===== src/rtl/dfu_boot_ctrl.sv =====
// Button debouncer, short/long press classifier and warm-boot sequencer for the iCE40 SoC.
// A button release or a software edge selects an image; wb_boot then stays asserted until reset.
module dfu_boot_ctrl #(
   parameter int TIMER_WIDTH = 24,
   parameter int BTN_MODE    = 3,
   parameter int DFU_MODE    = 0
) (
   input  logic       clk,
   input  logic       rst,
   input  logic       boot_now,
   input  logic [1:0] boot_sel,
   input  logic       btn_pad,
   output logic       btn_val,
   output logic       rst_req
);

   typedef enum logic [1:0] {
      WB_IDLE  = 2'b00,
      WB_LATCH = 2'b01,
      WB_BOOT  = 2'b10
   } wb_state_t;

   logic                   pressed;
   logic [1:0]             sync_ff;
   logic [1:0]             sync_vld;
   logic                   sync;
   logic [2:0]             integ;
   logic                   btn_q;
   logic                   armed;
   logic [TIMER_WIDTH-1:0] timer;
   logic                   long_press;
   logic                   boot_now_q;
   logic                   sw_edge;
   logic                   release_ev;
   wb_state_t              state;
   wb_state_t              state_next;
   logic [1:0]             wb_sel;
   logic [1:0]             sel_next;
   logic                   wb_boot;
   logic                   rreq_next;

   generate
      if (BTN_MODE == 0) begin : g_nobtn
         logic unused_pad;
         assign pressed    = 1'b0;
         assign unused_pad = btn_pad;
      end else if (BTN_MODE == 1) begin : g_high
         assign pressed = btn_pad;
      end else if (BTN_MODE == 2) begin : g_low
         assign pressed = ~btn_pad;
      end else begin : g_pullup
         logic pad_in;
`ifdef ICE40_PRIMITIVES
         SB_IO #(
            .PIN_TYPE (6'b000001),
            .PULLUP   (1'b1)
         ) u_btn_io (
            .PACKAGE_PIN (btn_pad),
            .D_IN_0      (pad_in)
         );
`else
         assign pad_in = btn_pad;
`endif
         assign pressed = ~pad_in;
      end
   endgenerate

   assign sync       = sync_ff[1];
   assign long_press = timer[TIMER_WIDTH-1];
   assign sw_edge    = boot_now & ~boot_now_q;
   assign release_ev = btn_q & ~btn_val & armed;

   // Synchroniser, debounce integrator and press timer.
   always_ff @(posedge clk or posedge rst) begin
      if (rst) begin
         sync_ff    <= 2'b00;
         sync_vld   <= 2'b00;
         integ      <= 3'd0;
         btn_val    <= 1'b0;
         btn_q      <= 1'b0;
         armed      <= 1'b0;
         timer      <= '0;
         boot_now_q <= 1'b0;
      end else begin
         sync_ff    <= {sync_ff[0], pressed};
         sync_vld   <= {sync_vld[0], 1'b1};
         btn_q      <= btn_val;
         boot_now_q <= boot_now;
         // Only a genuinely released button (synchroniser refilled after reset) arms actions.
         armed      <= armed | (sync_vld[1] & ~sync & ~btn_val);
         if (sync && integ != 3'd7) begin
            integ <= integ + 3'd1;
         end else if (!sync && integ != 3'd0) begin
            integ <= integ - 3'd1;
         end else begin
            integ <= integ;
         end
         if (integ == 3'd7) begin
            btn_val <= 1'b1;
         end else if (integ == 3'd0) begin
            btn_val <= 1'b0;
         end else begin
            btn_val <= btn_val;
         end
         if (!btn_val) begin
            timer <= '0;
         end else if (!long_press) begin
            timer <= timer + TIMER_WIDTH'(1);
         end else begin
            timer <= timer;
         end
      end
   end

   // Warm-boot sequencer state and its registered outputs.
   always_ff @(posedge clk or posedge rst) begin
      if (rst) begin
         state   <= WB_IDLE;
         wb_sel  <= 2'b00;
         wb_boot <= 1'b0;
         rst_req <= 1'b0;
      end else begin
         state   <= state_next;
         wb_sel  <= sel_next;
         wb_boot <= (state_next == WB_BOOT);
         rst_req <= rreq_next;
      end
   end

   // Request arbitration: a software edge beats a simultaneous button release.
   always_comb begin
      state_next = state;
      sel_next   = wb_sel;
      rreq_next  = 1'b0;
      case (state)
         WB_IDLE: begin
            if (sw_edge) begin
               sel_next   = boot_sel;
               state_next = WB_LATCH;
            end else if (release_ev) begin
               if (DFU_MODE == 0) begin
                  if (long_press) begin
                     sel_next   = 2'b01;
                     state_next = WB_LATCH;
                  end else begin
                     rreq_next = 1'b1;
                  end
               end else begin
                  if (!long_press) begin
                     sel_next   = 2'b10;
                     state_next = WB_LATCH;
                  end else begin
                     state_next = WB_IDLE;
                  end
               end
            end else begin
               state_next = WB_IDLE;
            end
         end
         WB_LATCH: state_next = WB_BOOT;
         WB_BOOT:  state_next = WB_BOOT;
         default:  state_next = WB_IDLE;
      endcase
   end

`ifdef ICE40_PRIMITIVES
   SB_WARMBOOT u_warmboot (
      .BOOT (wb_boot),
      .S1   (wb_sel[1]),
      .S0   (wb_sel[0])
   );
`else
   logic unused_wb;
   assign unused_wb = ^{wb_boot, wb_sel};
`endif

endmodule


===== config.mk =====
export PLATFORM = sky130hd
export DESIGN_NAME = dfu_boot_ctrl
export DESIGN_NICKNAME = d
export VERILOG_FILES = /design/src/rtl/dfu_boot_ctrl.sv
export SDC_FILE = /design/constraint.sdc
export NUM_CORES = 1
export LEC_CHECK = 0
export BUFFER_PORTS_ARGS = -buffer_cell sky130_fd_sc_hd__buf_2
export CORE_MARGIN = 4
export CORE_UTILIZATION = 54
export CTS_CLUSTER_SIZE = 20
export DETAILED_ROUTE_END_ITERATION = 12
export PLACE_DENSITY = 0.78
export SLEW_MARGIN = 0
export SYNTH_ARGS = -nofsm -noshare
export SYNTH_HDL_FRONTEND = slang
export SYNTH_SLANG_ARGS = --single-unit

===== constraint.sdc =====
create_clock -name clk -period 1.89 [get_ports clk]
set_input_delay 0.2835 -clock clk [delete_from_list [all_inputs] [get_ports clk]]
set_output_delay 0.2835 -clock clk [all_outputs]
set_load 0.03 [all_outputs]

==> metrics.md <==
| Metric | Value |
|---|---|
| Pint | 1.69 mW |
| Status | complete, no violations |
| Die area | 4370 um^2 |
| DRC | 0 |
| Vias in the first global route | 1434 |
| DP Wirelength | between 2 and 2.5 mm |
| NetSw | 771 uW |
| Synth Net Count | 189 |
| Area grow syn2layout | 18.1% |
| FF-to-FF setup slack | 50 ps |
| Most common cell in the netlist | dfrtp_1 |
| CTS tree | done |
| Synth Cell Area | 1820 um^2 |
| Root Buffer | clkbuf_4 |
| Congestion Overflow GR | 0 |
| Htree depth | 2 |
| Final hold viol count | 0 |
| FF-to-FF path depth | 5 |
| Netlist cell types | 37 |
| Worst min path class | input port to register |
| Leakage power | 0.929 nW |
| CP required | 2170 ps |
| Kind of end point of the critical path | register |
| Layout cells sized above 1 | 0.207 |
| Antenna-violating nets left | 0 |
| Slew Limit Fails | 0 |
| Final nets | 211 |
| Row count | 20 |
| Maximum clock path buffer count | 2 |
| Ant diodes | 0 |
| Reg clk slew, reported paths | 110 ps |
| Worst EP arrival | about 2100 ps |
| Crit path kind | register to register |
| Core Area | 3150 um^2 |
| GPL Wtd Cong | 0.717 |
| Period minus WS final | about 1800 ps |
| FMAX | 0.544 GHz |
| Ys Warns | 0 |
| Total global-route track usage | 0.181 |
| PnR worst setup slack | 53.0 ps |
| DR vias/cell | 5.91 |
| First-pass GRT wire length | 6.07 mm |
| Post-synth EDFFs | 0 |
| Max-cap viol count | 0 |
| Die Y | 66.1 um |
| CTS buffer count | 5 |
| Vias | ~1500 |
| Drt pass-1 iters | 4 |
| Peak fanout along the critical path | 8 |
| Worst Skew | 7.12 ps |
| Worst hold path endpoint | boot_now_q$_DFF_PP0_ |
| Pwr per Cell Area | 1140 nW/um^2 |
| Total Wirelength | 3.54 mm |
| Post-synth top area cell | dfrtp_1 |
| Clock power frac | 0.288 |
| Syn Inst Count | 180 |
| WL/cell | 14.3 um |
| Worst r2r src | timer[1]$_DFFE_PP0P_ |
| Initial DRC Count | 112 |
| Synth Flop Type | dfrtp_1 |
| Sw frac | 0.313 |
| Pre-CTS WS | about 1.1 ps |
| TritonCTS sink count | 38 |
| Cells on Worst Hold Path | 1 |
| Port Buffers | 5 |
| Reg power frac | 0.441 |
| CP Launch Type | register |
| Initial core utilization | 0.578 |
| Power, Total | roughly 2.5 mW |
| Worst skew pair latency | roughly 340 ps |
| Initial antenna violation count | 0 |
| Pin count of the biggest net entering global routing | 25 |
| Die X | 66.1 um |
| Worst R2R End | timer[22]$_DFFE_PP0P_ |
| #FFs+latches synth | 38 |
| Top-area cell type share of the netlist area | 0.522 |
| Fillers | about 250 |
| Final period util | 0.972 |
| Ys async rst share | 1.00 |
| Largest cells by area after synthesis | dfrtp_1 52%, xnor2_1 4.8%, o31ai_1 4.1% |
| Hold Path Origin | boot_now |
| Register area share after synthesis | 0.522 |
| Final setup vio count | 0 |
| I/O pins | 8 |
| Synth Area per Inst | 10.1 um^2 |
| Post-synth top cells | 38 x dfrtp_1, 18 x nor2_1, 12 x a21oi_1 |
| Comb pwr share | 0.272 |
| Worst VDD drop | 732 uV |
==> sequential cells by signal, summed over array words and instances, names as in the netlist <==
name,count
btn_val,1
rst_req,1
integ,3
sync_ff,2
sync_vld,2
timer,24
boot_now_q,1
btn_q,1
state,2
armed,1
==> cells in the final DEF, fill, tap and decap left out, types with 7 or more instances in the layout <==
cell,netlist,routed
dfrtp_1,38,38
buf_4,0,18
xnor2_1,10,10
o21ai_0,7,7
nand3_1,10,10
a21oi_1,12,10
nand2_1,11,11
inv_1,10,10
nor2_1,18,18
o31ai_1,10,10
==> power groups by stage <==
stage	sequential, mW	combinational [mW]	clock (mW)
final	1.08	0.669	0.707
after global routing	1.10	0.754	0.755
after CTS	1.07	0.657	0.724
after detailed placement	1.09	0.650	0
after global placement	1.07	0.590	0
after floorplan	1.09	0.432	0
==> worst max-delay path: stages (launching register included) <==
cell and delay, ps:
dfrtp_1 420, ha_4 170, nand3b_4 80, or3_4 430, or4_4 530, a21oi_2 140
==> per-layer routing <==
| layer | GRT usage | share of wire | vias up | wire length [um] |
|---|---|---|---|---|
| met1 | 0.215 | 0.43 | 730 | 1510 |
| li1 | - | - | 677 | - |
| met4 | 0.0761 | 0.022 | 0 | 78 |
| met2 | 0.305 | 0.51 | 41 | 1790 |
| met3 | 0.0527 | 0.043 | 11 | 151 |
| met5 | 0 | 0 | - | 0 |
==> per-stage QoR <==
stage	utilization	cell area (um^2)	TNS, ps	std cells	hold slack (ps)
finish	0.683	2150	0	247	57.6
global placement	0.626	1970	0	235	307
floorplan	-	1830	0	180	315
global route	0.683	2150	-10.7	247	32.7
CTS	0.666	2100	0	244	43.5
detailed placement	0.626	1970	0	235	314
==> area by class of cell <==
cell class | instances | area, um^2 | area share
inverters | 10 | 37.5 | 0.0174
repair buffers | 24 | 170 | 0.0790
multi-input cells | 123 | 828 | 0.385
clock inverters | 2 | 60.1 | 0.0279
well taps | 44 | 55.1 | 0.0256
flip-flops and latches | 38 | 951 | 0.442
clock buffers | 6 | 51.3 | 0.0238
==> logic make-up after synthesis <==
kind of cell,Yosys count,synth area share
AOI/OAI and AO/OA,36,0.122
xor gates and xnor gates,12,0.0577
adders and majority gates,3,0.0247
buffers and inverters,19,0.0446
DFF,38,0.522
muxes,2,0.0117
other,1,0.00206
and+or+nand+nor,69,0.216
==> repair_timing <==
| item | 4_1_cts | 5_1_grt |
|---|---|---|
| hold endpoints to repair | 16 | 0 |
| pin swaps | 0 | 2 |
| setup buffers | 0 | 3 |
| resized for setup | 1 | 6 |
| setup endpoints to repair | 3 | 5 |
| hold buffers | 1 | 0 |
==> worst max-delay path by stage <==
stage                              start               endpoint  cells after the start
floorplan           timer[0]$_DFFE_PP0P_  timer[18]$_DFFE_PP0P_                      6
global placement    timer[1]$_DFFE_PP0P_  timer[18]$_DFFE_PP0P_                      5
detailed placement  timer[1]$_DFFE_PP0P_  timer[22]$_DFFE_PP0P_                      5
CTS                 timer[1]$_DFFE_PP0P_  timer[22]$_DFFE_PP0P_                      5
global route        timer[1]$_DFFE_PP0P_  timer[18]$_DFFE_PP0P_                      5
finish              timer[1]$_DFFE_PP0P_  timer[22]$_DFFE_PP0P_                      5
(Power assumes the default switching activity.)
